## src/rtl/ld_ext_pkg.sv

```systemverilog
// ld_ext_pkg: shared load-width selects, FSM state encoding and the
// alignment-fault helper used by the load-return unit.
package ld_ext_pkg;

   // Load width select as driven by the MEM stage; 2'b11 decodes as word.
   localparam logic [1:0] LDSEL_W = 2'b00;
   localparam logic [1:0] LDSEL_H = 2'b01;
   localparam logic [1:0] LDSEL_B = 2'b10;

   typedef enum logic [1:0] {
      LDST_IDLE = 2'b00,
      LDST_WAIT = 2'b01,
      LDST_RESP = 2'b10
   } ldst_e;

   // A halfword must sit on an even address, a word on a 4-byte boundary.
   function automatic logic ld_misaligned(input logic [1:0] sel, input logic [1:0] a);
      case (sel)
         LDSEL_H: return a[0];
         LDSEL_B: return 1'b0;
         default: return |a;
      endcase
   endfunction

endpackage

```

## src/rtl/ld_ext_align.sv

```systemverilog
// ld_align: combinational lane logic shared by the request and return paths.
// Produces the bus lane enables for a width/offset and the zero/sign
// extended lane extracted from a read word.
module ld_align
   import ld_ext_pkg::*;
(
   input  logic [31:0] rdata,
   input  logic [1:0]  sel,
   input  logic        sign,
   input  logic [1:0]  a,
   output logic [31:0] data,
   output logic [3:0]  be
);

   logic [7:0]  lane_b;
   logic [15:0] lane_h;

   // Pick the addressed lane, then extend it according to width and sign.
   always_comb begin
      lane_b = rdata[7:0];
      case (a)
         2'b00: lane_b = rdata[7:0];
         2'b01: lane_b = rdata[15:8];
         2'b10: lane_b = rdata[23:16];
         2'b11: lane_b = rdata[31:24];
         default: lane_b = rdata[7:0];
      endcase
      lane_h = a[1] ? rdata[31:16] : rdata[15:0];
      data   = rdata;
      be     = 4'b1111;
      case (sel)
         LDSEL_B: begin
            data = {{24{sign & lane_b[7]}}, lane_b};
            be   = 4'b0001 << a;
         end
         LDSEL_H: begin
            data = {{16{sign & lane_h[15]}}, lane_h};
            be   = a[1] ? 4'b1100 : 4'b0011;
         end
         default: begin
            data = rdata;
            be   = 4'b1111;
         end
      endcase
   end

endmodule

```

## src/rtl/ld_ext.sv

```systemverilog
// ld_ext: MEM-stage load-return unit. Issues one word-aligned bus read per
// load, waits for ack (bounded by a TIMEOUT_W-bit counter), then returns the
// extended lane with a one-cycle ld_done pulse.
// Optional build macro LDEXT_ALIGN_CHK_EN: misaligned H/W loads skip the bus
// and complete next cycle with ld_adel set.
module ld_ext
   import ld_ext_pkg::*;
#(
   parameter int TIMEOUT_W = 8
) (
   input  logic        clk,
   input  logic        rst,
   input  logic        ld_valid,
   input  logic [1:0]  ld_sel,
   input  logic        ld_sign,
   input  logic [31:0] ld_addr,
   output logic        ld_busy,
   output logic        ld_done,
   output logic [31:0] ld_data,
   output logic        ld_err,
   output logic        ld_adel,
   output logic        bus_req,
   output logic [31:0] bus_addr,
   output logic [3:0]  bus_be,
   input  logic        bus_ack,
   input  logic [31:0] bus_rdata
);

   ldst_e                state, state_nxt;
   logic [1:0]           sel_q;
   logic                 sign_q;
   logic [1:0]           a_q;
   logic [TIMEOUT_W-1:0] cnt, cnt_inc;
   logic                 expire;
   logic                 misal;

   logic [1:0]           al_sel;
   logic                 al_sign;
   logic [1:0]           al_a;
   logic [31:0]          al_data;
   logic [3:0]           al_be;

`ifdef LDEXT_ALIGN_CHK_EN
   assign misal = ld_misaligned(ld_sel, ld_addr[1:0]);
`else
   assign misal = 1'b0;
`endif

   // The ack-wait window closes when the incremented count hits all-ones,
   // giving 2^TIMEOUT_W-1 cycles of bus_req before the abort.
   assign cnt_inc = cnt + {{(TIMEOUT_W-1){1'b0}}, 1'b1};
   assign expire  = &cnt_inc;

   // One lane unit serves both paths: live request fields in IDLE produce
   // the lane enables, latched fields afterwards extract the read data.
   always_comb begin
      al_sel  = sel_q;
      al_sign = sign_q;
      al_a    = a_q;
      if (state == LDST_IDLE) begin
         al_sel  = ld_sel;
         al_sign = ld_sign;
         al_a    = ld_addr[1:0];
      end
   end

   ld_align u_align (
      .rdata (bus_rdata),
      .sel   (al_sel),
      .sign  (al_sign),
      .a     (al_a),
      .data  (al_data),
      .be    (al_be)
   );

   // State register.
   always_ff @(posedge clk) begin
      if (rst) state <= LDST_IDLE;
      else     state <= state_nxt;
   end

   // Next-state and the combinational handshake outputs.
   always_comb begin
      state_nxt = state;
      ld_busy   = 1'b0;
      bus_req   = 1'b0;
      ld_done   = 1'b0;
      case (state)
         LDST_IDLE: begin
            if (ld_valid) begin
               ld_busy   = 1'b1;
               state_nxt = misal ? LDST_RESP : LDST_WAIT;
            end
         end
         LDST_WAIT: begin
            ld_busy = 1'b1;
            bus_req = 1'b1;
            if (bus_ack || expire) state_nxt = LDST_RESP;
         end
         LDST_RESP: begin
            // ld_valid is still the completed request here, so it is ignored.
            ld_done   = 1'b1;
            state_nxt = LDST_IDLE;
         end
         default: state_nxt = LDST_IDLE;
      endcase
   end

   // Request latch, bus address/enables, wait counter and the result regs.
   always_ff @(posedge clk) begin
      if (rst) begin
         sel_q    <= LDSEL_W;
         sign_q   <= 1'b0;
         a_q      <= 2'b00;
         cnt      <= '0;
         bus_addr <= 32'h0;
         bus_be   <= 4'h0;
         ld_data  <= 32'h0;
         ld_err   <= 1'b0;
         ld_adel  <= 1'b0;
      end else begin
         case (state)
            LDST_IDLE: begin
               if (ld_valid) begin
                  sel_q    <= ld_sel;
                  sign_q   <= ld_sign;
                  a_q      <= ld_addr[1:0];
                  cnt      <= '0;
                  bus_addr <= {ld_addr[31:2], 2'b00};
                  bus_be   <= misal ? 4'h0 : al_be;
                  ld_data  <= 32'h0;
                  ld_err   <= 1'b0;
                  ld_adel  <= misal;
               end
            end
            LDST_WAIT: begin
               cnt <= cnt_inc;
               // An ack landing in the expiry cycle still delivers data.
               if (bus_ack) begin
                  ld_data <= al_data;
                  ld_err  <= 1'b0;
               end else if (expire) begin
                  ld_data <= 32'h0;
                  ld_err  <= 1'b1;
               end
            end
            default: ;
         endcase
      end
   end

endmodule

```

## config.mk

```make
export PLATFORM = sky130hd
export DESIGN_NAME = ld_ext
export DESIGN_NICKNAME = d
export VERILOG_FILES = /design/src/rtl/ld_ext_pkg.sv /design/src/rtl/ld_ext_align.sv /design/src/rtl/ld_ext.sv
export SDC_FILE = /design/constraint.sdc
export NUM_CORES = 1
export LEC_CHECK = 0
export ABC_CLOCK_PERIOD_IN_PS = 3850
export CORE_ASPECT_RATIO = 0.7
export CORE_MARGIN = 5
export CORE_UTILIZATION = 35
export CTS_BUF_LIST = sky130_fd_sc_hd__clkbuf_8
export CTS_CLUSTER_DIAMETER = 150
export DETAILED_ROUTE_END_ITERATION = 10
export PLACE_DENSITY_LB_ADDON = 0.05
export SLEW_MARGIN = 0
export SYNTH_ARGS = -nofsm -noshare
export SYNTH_HDL_FRONTEND = slang
export SYNTH_SLANG_ARGS = --single-unit
export TNS_END_PERCENT = 100
```

## constraint.sdc

```tcl
create_clock -name clk -period 3.85 [get_ports clk]
set_input_delay 0.77 -clock clk [delete_from_list [all_inputs] [get_ports clk]]
set_output_delay 0.77 -clock clk [all_outputs]
set_load 0.05 [all_outputs]
```

==> flow_summary.ini <==
[logic_synthesis]
netlist_area_sq_mm = 0.00374
synthCells = 458
ys_ff_latch = 82
synth.avg_cell_area_sq_um = 8.16
async_flop_share = 0
ys.flop_type = dfxtp_1
synth.distinct_cells = 48
ys_seq_area_frac = 0.439
synth_edf_count = 0
ys.warnings.count = 0

[placed_design]
dpl.cell_count = 702
place_area_sq_mm = 0.00518
place_congestion = 0.894
port_buffers = 140
dp_hpwl_um = 8520

[route]
routed-via-count = 3731
ant_nets = 0
first_pass_iters = 5
post_drt_wl_per_cell_um = 16.4
wl_um = 11800
drc = 0
drt-initial-drc-count = 241
vias_per_cell = 5.20

[sta]
fmax_mhz = 336
tightest_slew_ns = 1.23
slew_headroom = 0.179
fin_tns_setup_ns = 0
post-route-period-util = 0.774
rsz0062_at_grt = no
setup_viol = 0
finalHoldViolCount = 0
period_needed_ns = 2.98
finClkSkew_ns = 0.0105
final_max_slew_viol_count = 0

[global_route]
grt_max_degree = 82
grt.total_usage = 0.176
grt_pass1_wl_um = 18000
antenna_found_initial = 0
grt_pass1_vias = 3451
gr-total-overflow = 0

[worst_setup_path]
r2r_slack_ns = 0.94
r2r-end = ld_data[21]$_SDFFE_PP0P_
worstSetupStartpointType = register
crit_cells = 3
arrival_ns = 2.21
critPathMaxStageDelay_ns = 0.84
path_class = register to primary output
cp.required_ns = 3.08
cp_cell_sequence = nand2b_1 -> inv_1 -> clkdlybuf4s50_1
r2r_start = state[0]$_SDFFE_PP0P_
crit_buf_inv = 2
cp_max_fo = 11
setup.worst_path.start = state[0]$_SDFFE_PP0P_
crit_path_end_kind = primary output
endpoint = bus_req
slowest_stage = clkdlybuf4s50_1
r2r_cells = 6
cp_top_family = buffers and inverters

[status]
status = finished clean

[finish]
nets = 656
multi_input_area_sq_mm = 0.00179
instances_no_fill = 717
design_area_sq_mm = 0.00539
syn_to_final_growth_pct = 44.2
drive_above_1_share = 0.0632
antennaDiodeCount = 0
regArea_sq_mm = 0.00164
fillers = 1008

[job]
cap_violations = 0

[die]
die_x_um = 134
die_area_sq_mm = 0.0129
rows = 31
die_h_um = 96.5
start_util = 0.360
core_sq_mm = 0.0104
io_pins = 144

[power]
p_sw_frac = 0.315
cellLeakagePower_nw = 1.91
combPwrFrac = 0.262
intPower_w = 0.00146
peakVddDrop_v = 0.000143
p_seq_frac = 0.427
clock_power_share = 0.311
power_density_mw_per_mm2 = 395
p_sw_w = 0.000671

[cts]
cts_num_sinks = 82
root_buffer = clkbuf_8
clock_path_buffers = 2
h-tree-depth = 3
ctsResizeCount = 0
insertion_delay_ns = 0.35
cts_tree = yes
postCtsHoldBufs = 0
post_cts_buffers = 0
clkTransAtPathRegs_ns = 0.08
cts_buffers = 9

[hold_path]
worst_hold_path.num_cells = 2
hold_start = bus_addr[17]$_SDFFE_PP0P_
hp-class = register to register
==> layer usage <==
layer	vias up	share of wire	track usage
li1	1865	-	-
met2	139	0.44	0.261
met4	0	0.0092	0.0428
met1	1717	0.46	0.250
met5	-	0	0
met3	10	0.083	0.0528
==> placed cells by master, fill, tap and decap left out, types with 4 or more instances in the layout <==
master,instances
a21oi_1,61
a222oi_1,7
a32o_1,7
and3_1,5
buf_4,6
clkbuf_8,9
clkdlybuf4s50_1,138
dfxtp_1,82
ha_1,4
inv_1,41
mux2_2,4
mux2_4,5
nand2_1,87
nand3_1,6
nor2_1,21
o211ai_1,6
o21ai_0,13
o311ai_1,7
o32ai_1,25
==> area by class of cell <==
type,instances,area share
multi-input cells,302,0.332
flip-flops and latches,82,0.305
repair buffers,145,0.266
well taps,132,0.0306
inverters,41,0.0286
clock buffers,9,0.0230
clock inverters,6,0.0153
==> cell usage after synthesis, types with 2 or more instances <==
master,number,share of area
nand2_1,87,0.087
dfxtp_1,82,0.44
a21oi_1,62,0.083
inv_1,41,0.041
clkbuf_1,25,0.025
o32ai_1,25,0.059
nor2_1,21,0.021
o21ai_0,13,0.017
a222oi_1,7,0.019
a32o_1,7,0.019
o311ai_1,7,0.016
nand3_1,6,0.0080
o211ai_1,6,0.012
and3_1,5,0.0084
mux2_4,5,0.020
buf_4,4,0.0080
ha_1,4,0.013
mux2_2,4,0.012
a311oi_1,3,0.0070
and2_1,3,0.0050
buf_1,3,0.0030
nand4_1,3,0.0050
nor2b_1,3,0.0050
o21ai_1,3,0.0040
a21boi_0,2,0.0040
a31oi_1,2,0.0033
buf_6,2,0.0060
mux2i_1,2,0.0054
nor3_1,2,0.0027
==> kinds of logic (layout without fill, tap and decap cells) <==
family,count (synthesis),in the layout,share of synthesized area
adders and majority gates,4,4,0.0134
other,1,3,0.00100
buffers and inverters,76,201,0.0847
and+or+nand+nor,138,138,0.160
DFF,82,82,0.439
muxes,11,11,0.0375
AOI/OAI and AO/OA,145,145,0.262
xor gates and xnor gates,1,1,0.00234
==> flip-flops by register name, summed over array words and instances (netlist names) <==
signal and flops:
sign_q 1, sel_q 2, bus_be 4, cnt 8
ld_data 32, bus_addr 30, ld_err 1, state 2
a_q 2
==> per-stage QoR <==
| step | hold slack [ns] | total power (W) | setup WS (ns) | util |
|---|---|---|---|---|
| after floorplan | 0.433 | 0.00128 | 1.44 | - |
| after global placement | 0.441 | 0.00148 | 0.709 | 0.499 |
| after detailed placement | 0.446 | 0.00149 | 0.619 | 0.499 |
| after CTS | 0.458 | 0.00216 | 0.838 | 0.519 |
| after global routing | 0.472 | 0.00224 | 0.701 | 0.519 |
| final | 0.453 | 0.00213 | 0.872 | 0.519 |
==> power groups by stage <==
stage	registers, W	logic [W]	clock network, W
2_1_floorplan	0.00104	0.000242	0
6_report	0.000910	0.000559	0.000663
3_5_place_dp	0.000930	0.000557	0
3_3_place_gp	0.000928	0.000554	0
5_1_grt	0.000915	0.000598	0.000723
4_1_cts	0.000910	0.000559	0.000691
==> worst reg2reg max path: cells and delay by family, from the launching register on <==
| kind | cells | cell delay (ns) |
|---|---|---|
| multiplexers | 1 | 0.40 |
| flip-flops | 1 | 0.39 |
| adder cells (fa/ha/maj) | 1 | 0.40 |
| AO/OA/AOI/OAI | 2 | 0.29 |
| AND/OR/NAND/NOR | 2 | 1.32 |
==> worst min-delay path by stage <==
stage | slack [ns] | endpoint
floorplan | 0.43 | a_q[0]$_SDFFE_PP0P_
global placement | 0.44 | a_q[1]$_SDFFE_PP0P_
detailed placement | 0.45 | bus_addr[4]$_SDFFE_PP0P_
CTS | 0.46 | bus_addr[4]$_SDFFE_PP0P_
global route | 0.47 | bus_addr[11]$_SDFFE_PP0P_
finish | 0.45 | bus_addr[17]$_SDFFE_PP0P_
No activity file was read; power rests on OpenSTA's default activity.
